`src/rtl/joypad_port_if.sv`:
```
// CPU-side bus bundle for the $4016/$4017 controller port: access qualifiers in, read data out.
interface joypad_port_if;
    logic        cpu_ce;
    logic [15:0] addr;
    logic        cpu_wr;
    logic        cpu_rd;
    logic [7:0]  din;
    logic [7:0]  open_bus;
    logic        dmc_dma;
    logic [7:0]  dout;
    logic        dout_valid;

    modport master (
        output cpu_ce, addr, cpu_wr, cpu_rd, din, open_bus, dmc_dma,
        input  dout, dout_valid
    );

    modport slave (
        input  cpu_ce, addr, cpu_wr, cpu_rd, din, open_bus, dmc_dma,
        output dout, dout_valid
    );
endinterface

```
`src/rtl/joypad_port.sv`:
```
// $4016/$4017 controller port: strobe latch, per-read sample + rd pulse FSM, open-bus read data.
// Optional JOYPAD_DMC_GLITCH_EN models the 2A03 DPCM double-read (second rd pulse via GAP).
module joypad_port #(
    parameter logic [15:0] ADDR_P1      = 16'h4016,
    parameter logic [15:0] ADDR_P2      = 16'h4017,
    parameter int unsigned RD_PULSE_CYC = 1
) (
    input  logic         clk,
    input  logic         rst,
    joypad_port_if.slave bus,
    output logic         strobe,
    output logic         rd1,
    output logic         rd2,
    input  logic         data1,
    input  logic         data2,
    output logic [3:0]   cnt1,
    output logic [3:0]   cnt2
);

    typedef enum logic [1:0] {
        IDLE,
        SAMPLE,
        PULSE
`ifdef JOYPAD_DMC_GLITCH_EN
        , GAP
`endif
    } state_t;

    localparam logic [1:0] PULSE_LAST = 2'(RD_PULSE_CYC - 1);

    state_t      state;
    state_t      state_nxt;
    logic        sel_p2;
    logic [1:0]  pcnt;

    logic        wr_hit;
    logic        rd_hit;
    logic        strobe_nxt;

    logic        start;
    logic        sample;
    logic        load_pcnt;
    logic        dec_pcnt;
    logic        extra_inc;

    logic        inc1;
    logic        inc2;

`ifdef JOYPAD_DMC_GLITCH_EN
    logic        glitch;
    logic        second;
`else
    logic        unused_dma;
    assign unused_dma = bus.dmc_dma;
`endif

    logic        unused_bits;
    assign unused_bits = ^{bus.din[7:1], bus.open_bus[4:0]};

    function automatic logic [3:0] sat_inc(input logic [3:0] c);
        return (c >= 4'd8) ? 4'd8 : c + 4'd1;
    endfunction

    // A simultaneous write wins: it suppresses any read start in the same cycle.
    assign wr_hit = bus.cpu_ce & bus.cpu_wr & (bus.addr == ADDR_P1);
    assign rd_hit = bus.cpu_ce & bus.cpu_rd & ~bus.cpu_wr
                  & ((bus.addr == ADDR_P1) | (bus.addr == ADDR_P2));

    assign strobe_nxt = wr_hit ? bus.din[0] : strobe;

    always_ff @(posedge clk) begin
        if (rst) begin
            state <= IDLE;
        end else begin
            state <= state_nxt;
        end
    end

    always_comb begin
        state_nxt = state;
        start     = 1'b0;
        sample    = 1'b0;
        load_pcnt = 1'b0;
        dec_pcnt  = 1'b0;
        extra_inc = 1'b0;
        case (state)
            IDLE: begin
                if (rd_hit) begin
                    state_nxt = SAMPLE;
                    start     = 1'b1;
                end
            end
            SAMPLE: begin
                sample    = 1'b1;
                load_pcnt = 1'b1;
                state_nxt = PULSE;
            end
            PULSE: begin
                if (pcnt == 2'd0) begin
`ifdef JOYPAD_DMC_GLITCH_EN
                    if (glitch && !second) begin
                        state_nxt = GAP;
                    end else begin
                        state_nxt = IDLE;
                    end
`else
                    state_nxt = IDLE;
`endif
                end else begin
                    dec_pcnt = 1'b1;
                end
            end
`ifdef JOYPAD_DMC_GLITCH_EN
            GAP: begin
                load_pcnt = 1'b1;
                extra_inc = 1'b1;
                state_nxt = PULSE;
            end
`endif
            default: begin
                state_nxt = IDLE;
            end
        endcase
    end

    assign inc1 = (sample | extra_inc) & ~sel_p2;
    assign inc2 = (sample | extra_inc) &  sel_p2;

    // rd is registered off the state, so it trails PULSE by one clk and rises two clks after the access.
    always_ff @(posedge clk) begin
        if (rst) begin
            strobe         <= 1'b0;
            sel_p2         <= 1'b0;
            pcnt           <= '0;
            rd1            <= 1'b0;
            rd2            <= 1'b0;
            cnt1           <= '0;
            cnt2           <= '0;
            bus.dout       <= '0;
            bus.dout_valid <= 1'b0;
`ifdef JOYPAD_DMC_GLITCH_EN
            glitch         <= 1'b0;
            second         <= 1'b0;
`endif
        end else begin
            strobe <= strobe_nxt;

            if (start) begin
                sel_p2 <= (bus.addr == ADDR_P2);
            end

            if (load_pcnt) begin
                pcnt <= PULSE_LAST;
            end else if (dec_pcnt) begin
                pcnt <= pcnt - 2'd1;
            end

            bus.dout_valid <= sample;
            if (sample) begin
                bus.dout <= {bus.open_bus[7:5], 4'b0000, (sel_p2 ? data2 : data1)};
            end

            rd1 <= (state == PULSE) & ~sel_p2;
            rd2 <= (state == PULSE) &  sel_p2;

            if (strobe_nxt) begin
                cnt1 <= '0;
            end else if (inc1) begin
                cnt1 <= sat_inc(cnt1);
            end

            if (strobe_nxt) begin
                cnt2 <= '0;
            end else if (inc2) begin
                cnt2 <= sat_inc(cnt2);
            end

`ifdef JOYPAD_DMC_GLITCH_EN
            if (start) begin
                glitch <= bus.dmc_dma;
                second <= 1'b0;
            end else if (extra_inc) begin
                second <= 1'b1;
            end
`endif
        end
    end

endmodule

```
`src/flat_wrapper.sv`:
```
// flat-port wrapper written by rule: the top's interface ports become plain ports
module joypad_port_flat 
#(
    parameter logic [15:0] ADDR_P1      = 16'h4016,
    parameter logic [15:0] ADDR_P2      = 16'h4017,
    parameter int unsigned RD_PULSE_CYC = 1
)
  (clk, rst, strobe, rd1, rd2, data1, data2, cnt1, cnt2, bus_cpu_ce, bus_addr, bus_cpu_wr, bus_cpu_rd, bus_din, bus_open_bus, bus_dmc_dma, bus_dout, bus_dout_valid);
  joypad_port_if bus_i ();
  input  logic clk;
  input  logic rst;
  output logic strobe;
  output logic rd1;
  output logic rd2;
  input  logic data1;
  input  logic data2;
  output logic [3:0] cnt1;
  output logic [3:0] cnt2;
  input wire logic [$bits(bus_i.cpu_ce)-1:0] bus_cpu_ce;
  input wire logic [$bits(bus_i.addr)-1:0] bus_addr;
  input wire logic [$bits(bus_i.cpu_wr)-1:0] bus_cpu_wr;
  input wire logic [$bits(bus_i.cpu_rd)-1:0] bus_cpu_rd;
  input wire logic [$bits(bus_i.din)-1:0] bus_din;
  input wire logic [$bits(bus_i.open_bus)-1:0] bus_open_bus;
  input wire logic [$bits(bus_i.dmc_dma)-1:0] bus_dmc_dma;
  output wire logic [$bits(bus_i.dout)-1:0] bus_dout;
  output wire logic [$bits(bus_i.dout_valid)-1:0] bus_dout_valid;
  assign bus_i.cpu_ce = bus_cpu_ce;
  assign bus_i.addr = bus_addr;
  assign bus_i.cpu_wr = bus_cpu_wr;
  assign bus_i.cpu_rd = bus_cpu_rd;
  assign bus_i.din = bus_din;
  assign bus_i.open_bus = bus_open_bus;
  assign bus_i.dmc_dma = bus_dmc_dma;
  assign bus_dout = bus_i.dout;
  assign bus_dout_valid = bus_i.dout_valid;
  joypad_port #(.ADDR_P1(ADDR_P1), .ADDR_P2(ADDR_P2), .RD_PULSE_CYC(RD_PULSE_CYC)) u_core (.clk(clk), .rst(rst), .bus(bus_i), .strobe(strobe), .rd1(rd1), .rd2(rd2), .data1(data1), .data2(data2), .cnt1(cnt1), .cnt2(cnt2));
endmodule
```
`config.mk`:
```
export PLATFORM = sky130hd
export DESIGN_NAME = joypad_port_flat
export DESIGN_NICKNAME = d
export VERILOG_FILES = /design/src/rtl/joypad_port_if.sv /design/src/rtl/joypad_port.sv /design/src/flat_wrapper.sv
export SDC_FILE = /design/constraint.sdc
export NUM_CORES = 1
export LEC_CHECK = 0
export ABC_AREA = 1
export CAP_MARGIN = 5
export CORE_ASPECT_RATIO = 0.5
export CORE_MARGIN = 2
export CORE_UTILIZATION = 33
export CTS_CLUSTER_DIAMETER = 40
export CTS_CLUSTER_SIZE = 30
export DETAILED_ROUTE_END_ITERATION = 10
export PLACE_DENSITY_LB_ADDON = 0.08
export REMOVE_ABC_BUFFERS = 1
export SLEW_MARGIN = 30
export SYNTH_ARGS = -nofsm -noshare
export SYNTH_HDL_FRONTEND = slang
export SYNTH_SLANG_ARGS = --single-unit
```
`constraint.sdc`:
```
create_clock -name clk -period 1.24 [get_ports clk]
set_input_delay 0.124 -clock clk [delete_from_list [all_inputs] [get_ports clk]]
set_output_delay 0.124 -clock clk [all_outputs]
set_load 0.02 [all_outputs]
```
==> out/summary.md, run 1 <==
- result of the run: completed
- library cell appearing most often on the critical path: inv_2
- antenna violations before repair: 0
- die area: 3440 um^2
- worst r2r src: u_core.state[1]
- filler cell count in the final layout: 255
- wire length after detailed routing: 2380 um
- Worst Setup Slack post-DPL: -298 ps
- Hold EP: u_core.state[0]
- Setup crit start kind: flop
- synthesized cell area: 978 um^2
- antenna fix cells: 0
- Max Clk Rate: 808 MHz
- maximum buffer depth of the clock tree: 2
- average instance area after synthesis: 7.36 um^2
- number of warnings reported in the yosys synthesis log: 0
- ports placed on the boundary: 60
- number of global-route vias before repair: 855
- number of maximum-capacitance violations: 0
- static leakage: 0.776 nW
- final worst path period need: 1240 ps
- number of setup violations in the final report: 0
- critical path data arrival time: 1390 ps
- final design instance area without fill: 1620 um^2
- via count: 1,006
- Cell Pwr Density: 781 nW/um^2
- Setup Total Neg Slack: 0 ps
- storage element area: 424 um^2
- CP cell instances: inv_2 -> nor2_4 -> inv_2 -> or2_4 -> buf_4 -> xor2_1 -> nor2_1
- root buffer cell: clkbuf_8
- fraction of layout instances using a drive strength above 1: 0.196
- critical setup path kind: flop to flop
- met3 routing resource usage after global routing: 0.0625
- number of hold violations in the final report: 0
- endpoint of the worst register-to-register path: u_core.pcnt[0]
- Routed WL per cell: 10.8 um
- routability-driven placement congestion ratio: 0.715
- hold slack final: 300 ps
- final HPWL from detailed placement: 1880 um
- NumNets Final: 230
- final count of pins violating max slew: 0
- Worst Setup End Kind: flop
- slowest library cell on the worst path: dfxtp_2
- fraction of post-synthesis cell area in the top cell type by area: 0.430
- clock insertion delay at the later pin of the skew report: 260 ps
- number of DRC markers after the initial detailed-route iteration: 32
- Clock Skew: 2.05 ps
- Distinct cells, synth: 22
- largest cells by area after synthesis: dfxtp_1, nand2_1, nor2_1
- met1 Usage GRT: 0.164
- required time of the worst setup path: 1400 ps
- horizontal die dimension: 81.0 um
- largest net degree at the start of global routing: 14
- critical path fanouts, max: 4
- count of antenna-violating nets left after detailed routing: 0
- worst-case setup margin in the final layout: 2.04 ps
- met2 track demand over resource: 0.208
- worst min-delay path category: input port to flop
- Detailed Routing Iterations Pass 1: 5
- share of flip-flops with an asynchronous set or reset: 0
- wire length of the first global-routing pass: 3480 um
- instance area at placement: 1480 um^2
- Die Height: 42.5 um
- sequential cell area fraction in the yosys report: 0.430
- dominant cell type by area after synthesis: dfxtp_1
- Worst path max stage delay: 370 ps
- global-route congestion overflow total: 0
- cell count of the worst reg-to-reg path: 7
- cell depth of the worst min-delay path: 5
- Port Buf Inserts: 42
- number of register bits inferred by synthesis: 21
- setup slack, reg-to-reg: 2 ps
- Final Core Density: 0.601
- Row Count: 13
- clock tree from TritonCTS: done
- initial core utilization: 0.362
- area of the multi-input gates: 533 um^2
- Worst-path clk slew: 80 ps
- total DRC errors in the routed layout: 0
- commonest cells in the netlist: nand2_1, nor2_1, dfxtp_1
- placeable core region: 2700 um^2
- cts bufs inserted: 3
- Synth Instances: 133
- dominant synthesized flop cell: dfxtp_1
- clk sinks: 21
- maximum VDD drop: 376 uV
- H-tree depth: 1
- number of enable-type register cells in the synthesized netlist: 0
- total routing resource utilization after global routing: 0.132
- Final period util: 0.998
- post-DR vias/cell: 4.55
- area delta synth->final: 66.0%
- unrepaired setup endpoints after global routing: true
- peak-usage layer in the global routing report: met2
- hold path start: bus_addr[1]
==> power breakdown <==
part           internal, mW  switching, mW  total, mW
sequential            0.674    0.000000706      0.674
combinational        0.0898         0.0533      0.143
clock                 0.227          0.225      0.452
==> metrics by stage <==
stage / power [mW] / instances
after floorplan: 0.721 / 130
after global placement: 0.823 / 215
after detailed placement: 0.825 / 215
after CTS: 1.28 / 219
after global routing: 1.32 / 221
final: 1.27 / 221
==> per-layer routing <==
| layer | share of wire | routed length, um |
|---|---|---|
| met5 | 0 | 0 |
| met3 | 0.11 | 258 |
| met2 | 0.42 | 1000 |
| met1 | 0.47 | 1110 |
| met4 | 0.0034 | 8 |
==> worst max-delay path by stage <==
stage | startpoint | end | slack, ps
after floorplan | u_core.pcnt[0] | u_core.pcnt[1] | 70
after detailed placement | bus_addr[14] | u_core.cnt1[2] | -300
after CTS | u_core.pcnt[0] | u_core.pcnt[1] | 7
final | u_core.state[1] | u_core.pcnt[0] | 2
after global placement | bus_addr[2] | u_core.cnt2[1] | -270
after global routing | u_core.state[1] | u_core.pcnt[1] | -70
==> cell families after synthesis <==
kind of cell / after synthesis / share of synthesized area
compound gates: 15 / 0.0959
xor+xnor: 3 / 0.0269
fa+ha+maj: 5 / 0.0639
buf+inv: 26 / 0.116
flops: 21 / 0.430
other cells: 1 / 0.00383
simple gates: 62 / 0.263
==> layout make-up <==
type,count,area share
multi-input cells,89,0.328
clock inverters,1,0.00462
clock buffers,3,0.0254
repair buffers,50,0.306
inverters,20,0.0462
well taps,37,0.0285
flip-flops and latches,21,0.261
==> worst max-delay path, delay by kind of cell, from the launching register on <==
family / cells / cell delay [ps]
XOR/XNOR: 1 / 130
flip-flops: 1 / 370
buffers and inverters: 3 / 240
AND/OR/NAND/NOR: 3 / 400
==> registers in the layout (all words and copies together), names as in the netlist <==
register / cells
u_core.sel_p2: 1
u_core.cnt1: 4
u_core.strobe: 1
u_core.rd1: 1
u_core.cnt2: 4
u_core.bus.dout: 4
u_core.pcnt: 2
u_core.rd2: 1
u_core.state: 2
u_core.bus.dout_valid: 1
==> cell usage in the layout (no fill, tap or decap) <==
cell type	synthesis	final
buf_4	4	5
dfxtp_1	21	18
nand4_1	1	1
clkbuf_8	0	3
nand2_2	0	2
dlygate4sd2_1	0	16
clkinvlp_4	0	1
dlymetal6s2s_1	0	5
nor3_1	3	3
o21ai_0	3	3
nand2_1	23	21
nor2_1	23	11
xor2_1	3	3
a41oi_1	2	2
buf_8	0	1
or2_0	1	1
inv_2	1	3
buf_6	0	1
dfxtp_2	0	3
conb_1	1	4
a31oi_1	1	1
inv_1	19	17
or2_4	0	1
nand3_1	9	7
clkdlybuf4s50_1	0	21
ha_1	5	5
a21oi_1	5	5
buf_12	0	1
a22oi_1	4	4
nand3_2	0	2
nor2_4	0	6
nor2_2	1	7
==> repair_timing <==
action	CTS	global route
resized for setup	21	31
endpoints found under the setup margin	25	10
pin swaps	0	18
setup buffers	0	2
hold buffers	0	0
Power figures use the tool's default switching activity.
==> run 2: changes to the inputs <==
- GPL_ROUTABILITY_DRIVEN: not set -> 0
==> results of run 2 <==
Final layout, timing and power as in run 1 (identical DEF).
